File: config.mk
export PLATFORM = sky130hd
export DESIGN_NAME = qspi_mem_arbiter
export DESIGN_NICKNAME = d
export VERILOG_FILES = /design/src/rtl/qspi_mem_arbiter.sv
export SDC_FILE = /design/constraint.sdc
export NUM_CORES = 1
export LEC_CHECK = 0
export CORE_MARGIN = 5
export CORE_UTILIZATION = 35
export DETAILED_ROUTE_END_ITERATION = 16
export SETUP_SLACK_MARGIN = 0.3
export SYNTH_ARGS = -nofsm -noshare
export SYNTH_HDL_FRONTEND = slang
export SYNTH_SLANG_ARGS = --single-unit
File: constraint.sdc
create_clock -name clock -period 3.62 [get_ports clock]
set_clock_uncertainty 0.15 [all_clocks]
set_input_delay 0.362 -clock clock [delete_from_list [all_inputs] [get_ports clock]]
set_output_delay 0.362 -clock clock [all_outputs]
set_load 0.01 [all_outputs]
File: src/rtl/qspi_mem_arbiter.sv
// rtl/qspi_mem_arbiter.sv - Quad-SPI bus arbiter and transaction sequencer for fetch (flash) and data (RAM A/B) ports
module qspi_mem_arbiter #(
    parameter int ADDRESS_WIDTH  = 16,
    parameter int DATA_BUS_WIDTH = 8,
    parameter int DUMMY_CYCLES   = 4
) (
    input  logic                      clock,
    input  logic                      reset,
    input  logic                      fetch_req,
    input  logic [ADDRESS_WIDTH-1:0]  fetch_addr,
    output logic                      fetch_done,
    output logic [DATA_BUS_WIDTH-1:0] fetch_rdata,
    input  logic                      data_req,
    input  logic                      data_we,
    input  logic [ADDRESS_WIDTH-1:0]  data_addr,
    input  logic [DATA_BUS_WIDTH-1:0] data_wdata,
    output logic                      data_done,
    output logic [DATA_BUS_WIDTH-1:0] data_rdata,
    output logic [3:0]                spi_data_out,
    input  logic [3:0]                spi_data_in,
    output logic                      spi_data_oe,
    output logic                      spi_clk_out,
    output logic                      spi_flash_select,
    output logic                      spi_ram_a_select,
    output logic                      spi_ram_b_select
);
    typedef enum logic [2:0] {IDLE, CMD, ADDR, DUMMY, DATA, DONE} state_t;
    typedef enum logic [1:0] {TGT_FLASH, TGT_RAM_A, TGT_RAM_B} target_t;

    state_t                    state;
    state_t                    next_state;
    target_t                   target;
    logic                      phase;
    logic [7:0]                count;
    logic [7:0]                state_len;
    logic                      last;
    logic                      active;
    logic                      granted_fetch;
    logic                      write_q;
    logic                      prefer_fetch;
    logic                      grant_fetch;
    logic [23:0]               addr_q;
    logic [DATA_BUS_WIDTH-1:0] wdata_q;
    logic [7:0]                cmd_byte;
    logic [3:0]                rx_hi;
    logic [3:0]                addr_nibble;
    logic [ADDRESS_WIDTH-1:0]  data_addr_low;

    // The data port's MSB only selects the RAM; it never goes out on the wire.
    assign data_addr_low = {1'b0, data_addr[ADDRESS_WIDTH-2:0]};
    assign grant_fetch   = fetch_req && (!data_req || prefer_fetch);
    assign active        = (state == CMD) || (state == ADDR) || (state == DUMMY) || (state == DATA);
    assign last          = phase && (count == state_len - 8'd1);
    assign cmd_byte      = granted_fetch ? 8'hEB : (write_q ? 8'h02 : 8'h0B);

    always_comb begin
        state_len = 8'd1;
        case (state)
            CMD:     state_len = 8'd2;
            ADDR:    state_len = 8'd6;
            DUMMY:   state_len = 8'(DUMMY_CYCLES);
            DATA:    state_len = 8'd2;
            default: state_len = 8'd1;
        endcase
    end

    always_comb begin
        next_state = state;
        case (state)
            IDLE:    if (fetch_req || data_req) next_state = CMD;
            CMD:     if (last) next_state = ADDR;
            ADDR:    if (last) next_state = (write_q || DUMMY_CYCLES == 0) ? DATA : DUMMY;
            DUMMY:   if (last) next_state = DATA;
            DATA:    if (last) next_state = DONE;
            DONE:    next_state = IDLE;
            default: next_state = IDLE;
        endcase
    end

    always_ff @(posedge clock) begin
        if (reset) begin
            state         <= IDLE;
            phase         <= 1'b0;
            count         <= 8'd0;
            prefer_fetch  <= 1'b0;
            granted_fetch <= 1'b0;
            write_q       <= 1'b0;
            target        <= TGT_FLASH;
            addr_q        <= 24'd0;
            wdata_q       <= '0;
            rx_hi         <= 4'd0;
            fetch_done    <= 1'b0;
            data_done     <= 1'b0;
            fetch_rdata   <= '0;
            data_rdata    <= '0;
        end else begin
            state      <= next_state;
            fetch_done <= 1'b0;
            data_done  <= 1'b0;
            if (state == IDLE) begin
                phase <= 1'b0;
                count <= 8'd0;
                if (fetch_req || data_req) begin
                    if (fetch_req && data_req) prefer_fetch <= !prefer_fetch;
                    granted_fetch <= grant_fetch;
                    if (grant_fetch) begin
                        write_q <= 1'b0;
                        addr_q  <= 24'(fetch_addr);
                        target  <= TGT_FLASH;
                    end else begin
                        write_q <= data_we;
                        addr_q  <= 24'(data_addr_low);
                        wdata_q <= data_wdata;
                        target  <= data_addr[ADDRESS_WIDTH-1] ? TGT_RAM_B : TGT_RAM_A;
                    end
                end
            end else if (active) begin
                phase <= !phase;
                if (phase) begin
                    count <= last ? 8'd0 : count + 8'd1;
                    // Read nibbles are captured on the edge that ends the high half of the SPI clock.
                    if (state == DATA) begin
                        if (count == 8'd0) begin
                            rx_hi <= spi_data_in;
                        end else begin
                            if (!write_q && granted_fetch)  fetch_rdata <= {rx_hi, spi_data_in};
                            if (!write_q && !granted_fetch) data_rdata  <= {rx_hi, spi_data_in};
                            fetch_done <= granted_fetch;
                            data_done  <= !granted_fetch;
                        end
                    end
                end
            end
        end
    end

    always_comb begin
        case (count[2:0])
            3'd0:    addr_nibble = addr_q[23:20];
            3'd1:    addr_nibble = addr_q[19:16];
            3'd2:    addr_nibble = addr_q[15:12];
            3'd3:    addr_nibble = addr_q[11:8];
            3'd4:    addr_nibble = addr_q[7:4];
            default: addr_nibble = addr_q[3:0];
        endcase
    end

    always_comb begin
        spi_data_out = 4'd0;
        case (state)
            CMD:     spi_data_out = count[0] ? cmd_byte[3:0] : cmd_byte[7:4];
            ADDR:    spi_data_out = addr_nibble;
            DATA:    if (write_q) spi_data_out = count[0] ? wdata_q[3:0] : wdata_q[7:4];
            default: spi_data_out = 4'd0;
        endcase
    end

    assign spi_data_oe      = (state == CMD) || (state == ADDR) || (state == DATA && write_q);
    assign spi_clk_out      = active && phase;
    assign spi_flash_select = !(active && target == TGT_FLASH);
    assign spi_ram_a_select = !(active && target == TGT_RAM_A);
    assign spi_ram_b_select = !(active && target == TGT_RAM_B);
endmodule

# Yosys cells after proc, flatten, opt, wreduce, memory -nomap -nowiden
# Index checks and enable logic that the tools add are counted.
totals:
  reg_bits: 71
  word_cells: 97
op_classes:
  bitwise_logic: 6
  muxes: 20
  n_reduce_logical: 39
  addsub: 2
  n_eq_ne: 16
ops:
  columns: ["cell", "count"]
  rows:
  - ["$pmux W4 S5", 1]
  - ["$mux W3", 6]
  - ["$mux W16", 1]
  - ["$mux W4", 4]
  - ["$mux W8", 2]
  - ["$pmux W3 S5", 1]
  - ["$eq A3 B2 Y1 const B", 4]
  - ["$pmux W4 S3", 1]
  - ["$reduce_and A6 Y1", 2]
  - ["$logic_and A1 B1 Y1", 10]
  - ["$ne A2 B2 Y1 const B", 5]
  - ["$reduce_and A5 Y1", 2]
  - ["$pmux W3 S3", 1]
  - ["$add A8 B1 Y8 const B", 1]
  - ["$eq A8 B8 Y1", 1]
  - ["$logic_not A1 Y1", 8]
  - ["$logic_not A8 Y1", 1]
  - ["$sub A8 B1 Y8 const B", 1]
  - ["$eq A3 B1 Y1 const B", 2]
  - ["$eq A3 B3 Y1 const B", 2]
  - ["$logic_not A3 Y1", 2]
  - ["$logic_or A1 B1 Y1", 6]
  - ["$not A1 Y1", 6]
  - ["$reduce_and A3 Y1", 2]
  - ["other kinds (8)", 11]

# Logic depth before layout (Yosys ltp)
depth:
  ltp_word: 8
  ltp_mapped: 7
  depth_no_buf: 6

# Worst setup path after synthesis
# OpenSTA, ideal clock, no wires.
synth_path:
  path_kind: "flip-flop to output port"
  startpoint: "register count[2]"
  endpoint: "output spi_data_out[3]"
  arrival_ns: 1.611
  path_stages_with_launch: 8
  path_slack_ns: 1.497
  cell_sequence: "dfxtp_1 > clkbuf_1 > inv_1 > ha_1 > nor2_1 > and2_1 > a221oi_1 > o221ai_1"
synth_between:
  elab_chain_cells: 3
  word_cells_on_any_way: 7
synth_rtl:
  columns: ["item", "line_no", "text"]
  rows:
  - ["from (decl)", "34", "logic [7:0] count;"]
  - ["from (signal assigned)", "120", "count <= last ? 8'd0 : count + 8'd1;"]
  - ["$eq A3 B3 Y1 (tied with other cells)", "138", "case (count[2:0])"]
  - ["$pmux W4 S5 (*)", "138", null]
  - ["$pmux W4 S3 (*)", "150", "case (state)"]
  - ["to (decl)", "19", "output logic [3:0] spi_data_out,"]
# Mark *: on every way between the ends. The rest lies on a longest branch, timed or not.

# Final worst setup path
layout_path:
  startpoint: "register count[0]"
  endpoint: "output spi_data_out[3]"
layout_between:
  elab_chain_cells: 3
  word_cells_on_any_way: 10
layout_rtl:
  columns: ["item", "line_no"]
  rows:
  - ["$eq A3 B3 Y1 (tied with other cells)", "138"]
  - ["$pmux W4 S5 or $mux W4 (tied branches)", "138, 153"]
  - ["$pmux W4 S3 (*)", "150"]
# Marks and branches as above.

==> impl_metrics.env <==
export IMPL_hp_class="primary input to flop"
export IMPL_cts_root_buf="clkbuf_8"
export IMPL_fin_crit_ns=3.18
export IMPL_area_delta_synth_final_pct=32.5
export IMPL_synth_area_leaders="dfxtp_1 (41%), nor2_1 (5.0%), a222oi_1 (4.9%)"
export IMPL_worstSetupStartpoint="count[0]"
export IMPL_htree_levels=3
export IMPL_worstSetupEndpoint="spi_data_out[3]"
export IMPL_instances_no_fill=533
export IMPL_synth_top_area_share_pct=40.9
export IMPL_die_w_um=104
export IMPL_core_area_mm2=0.00864
export IMPL_grt_max_degree=32
export IMPL_post_route_period_util_pct=87.7
export IMPL_setup_tns_ns=0
export IMPL_syn_num_nets=409
export IMPL_cts_sinks=63
export IMPL_first_global_vias=2821
export IMPL_slowest_stage="clkdlybuf4s50_1"
export IMPL_avgSynthCellArea_um2=8.68
export IMPL_yosysSeqAreaShare_pct=40.9
export IMPL_hold_buffers=0
export IMPL_drcViolationCount=0
export IMPL_dp_cells=516
export IMPL_setup_viol=0
export IMPL_routabilityCongestion=0.839
export IMPL_cap_violations=0
export IMPL_r2r_cells=4
export IMPL_fin_nets=474
export IMPL_clkTransAtPathRegs_ns=0.08
export IMPL_clk_latency_ns=0.35
export IMPL_drive_above_1_share_pct=12.2
export IMPL_die_h_um=104
export IMPL_vias_per_cell=5.40
export IMPL_slew_headroom_pct=42.6
export IMPL_dpl_hpwl_mm=5.95
export IMPL_final_util_pct=47.2
export IMPL_tritoncts="built"
export IMPL_clockBufferDepth=2
export IMPL_routedWlPerCell_um=15.6
export IMPL_yosysMostFrequentCell="dfxtp_1"
export IMPL_grt_pass1_wl_mm=13.8
export IMPL_worst_pin_slew_ns=0.861
export IMPL_power_leakage_nw=1.39
export IMPL_crit_arrival_ns=2.66
export IMPL_port_buffers=75
export IMPL_r2r_setup_slack_ns=1.02
export IMPL_peakVddDrop_mv=0.161
export IMPL_fmax_mhz=315
export IMPL_yosysUniqueCellTypes=60
export IMPL_final_hold_viol_count=0
export IMPL_cp_start_kind="flop"
export IMPL_start_util_pct=35.7
export IMPL_row_count=34
export IMPL_p_per_area_mw_per_mm2=365
export IMPL_r2r_start="state[0]"
export IMPL_async_reset_ff_share_pct=0
export IMPL_rsz0062_at_grt="no"
export IMPL_drtAntennaViolNets=0
export IMPL_antennaDiodeCount=0
export IMPL_path_max_fanout=11
export IMPL_antenna_found_initial=0
export IMPL_syn_area_mm2=0.00308
export IMPL_worstPathRequired_ns=3.11
export IMPL_drt_total_wl_mm=8.32
export IMPL_numCtsBuffers=9
export IMPL_num_vias=2877
export IMPL_synthCells=355
export IMPL_final_cell_area_mm2=0.00408
export IMPL_drv_slew=0
export IMPL_synth_warnings=0
export IMPL_max_stage_delay_ns=0.51
export IMPL_synth_edf_count=0
export IMPL_dpl_cell_area_mm2=0.00388
export IMPL_drtIter0Drc=227
export IMPL_synth_commonest_cells="dfxtp_1 (63), nor2_1 (41), nand2_1 (28)"
export IMPL_synthFlopType="dfxtp_1"
export IMPL_cp_cell_sequence="buf_6 > clkinvlp_4 > ha_1 > nor2b_1 > a32o_1 > a221oi_1 > o221ai_1 > clkdlybuf4s50_1"
export IMPL_grt_use_total_pct=15.3
export IMPL_critPathKind="flop to primary output"
export IMPL_nFillCells=840
export IMPL_cp_end_kind="primary output"
export IMPL_ios=76
export IMPL_gr_total_overflow=0
export IMPL_timing_rr_end="count[3]"
export IMPL_synth_area_leader_cell="dfxtp_1"
export IMPL_fin_hold_ws_ns=0.307
export IMPL_ys_ff_latch=63
export IMPL_die_area_mm2=0.0108
export IMPL_status="completed"
export IMPL_drt_pre_antenna_iters=5
[metal layers]
| layer | routed length [µm] | share of wire, % | global-route usage (%) | vias up |
|---|---|---|---|---|
| met2 | 3880 | 47 | 24.0 | 69 |
| met1 | 3940 | 47 | 20.6 | 1344 |
| li1 | - | - | - | 1456 |
| met3 | 408 | 4.9 | 4.17 | 8 |
| met5 | 0 | 0 | 0 | - |
| met4 | 91 | 1.1 | 4.16 | 0 |
[flip-flops by register name (all words and copies together) (netlist names)]
| register | flops |
|---|---|
| data_done | 1 |
| fetch_rdata | 8 |
| target | 2 |
| phase | 1 |
| state | 3 |
| prefer_fetch | 1 |
| write_q | 1 |
| wdata_q | 8 |
| fetch_done | 1 |
| granted_fetch | 1 |
| data_rdata | 8 |
| count | 8 |
| addr_q | 16 |
| rx_hi | 4 |
[kinds of logic after synthesis]
group                    count (synthesis)  synth area share, %
adder cells (fa/ha/maj)                  5                 2.03
AND/OR/NAND/NOR                        138                 23.3
AO/OA/AOI/OAI                          105                 26.0
XOR/XNOR                                 4                 1.14
multiplexers                             6                 2.03
flip-flops                              63                 40.9
buffers and inverters                   34                 4.59
[timing repair]
action                     CTS  global route
setup endpoints to repair    0             4
resized for setup            0             4
setup buffers                0             1
[per-stage QoR]
stage                     setup WS, ns  total power [mW]
after detailed placement         0.725             0.928
after global placement           0.794             0.927
after floorplan                   1.50             0.838
after global routing             0.318              1.56
after CTS                        0.324              1.50
final                            0.445              1.49
[report_power, final]
| group | total [mW] | internal, mW | switching [mW] |
|---|---|---|---|
| clock | 0.576 | 0.271 | 0.305 |
| sequential | 0.738 | 0.716 | 0.0225 |
| combinational | 0.174 | 0.0912 | 0.0824 |
| total | 1.49 | 1.08 | 0.410 |
[worst min path at each step]
stage	to	cells after the start	slack [ns]	startpoint
after CTS	addr_q[6]	2	0.30	reset
after detailed placement	wdata_q[1]	2	0.30	wdata_q[1]
after floorplan	wdata_q[1]	2	0.28	wdata_q[1]
final	addr_q[9]	2	0.31	reset
after global placement	wdata_q[1]	2	0.30	wdata_q[1]
after global routing	addr_q[10]	2	0.30	reset
[layout make-up]
cell class	instances	area (µm²)	share of cell area [%]
clock buffer	10	138	3.37
clock inverter	6	43.8	1.07
inverter	8	33.8	0.828
multi-input combinational	258	1680	41.1
sequential	63	1260	30.9
tap	108	135	3.31
timing repair buffer	80	790	19.3
[layout by cell type (no fill, tap or decap), types with 3 or more instances in the layout]
master | netlist | final
nand2b_1 | 6 | 6
a22oi_1 | 3 | 3
a222oi_1 | 15 | 15
and3_1 | 7 | 7
nor3_1 | 3 | 3
clkbuf_8 | 0 | 10
ha_1 | 5 | 5
or4_1 | 3 | 3
mux2i_1 | 4 | 4
nor2_1 | 41 | 41
nand3_1 | 24 | 24
a21oi_1 | 25 | 25
o31ai_1 | 3 | 3
dfxtp_1 | 63 | 62
o21ai_1 | 9 | 10
clkdlybuf4s50_1 | 0 | 73
nand4_1 | 3 | 3
a21oi_2 | 10 | 10
buf_4 | 0 | 4
inv_1 | 8 | 7
o21ai_0 | 8 | 7
o21ai_2 | 6 | 6
or3_1 | 3 | 3
nand2_1 | 28 | 28
nor2b_1 | 4 | 4
a31oi_1 | 3 | 3
[worst max-delay path: cells and delay by family (launching register included)]
kind,cells,cell delay [ns]
buffers and inverters,3,0.83
AOI/OAI and AO/OA,3,0.69
adders and majority gates,1,0.22
DFF,1,0.39
and+or+nand+nor,1,0.17
Note: power is estimated with default switching activity, not from simulation.
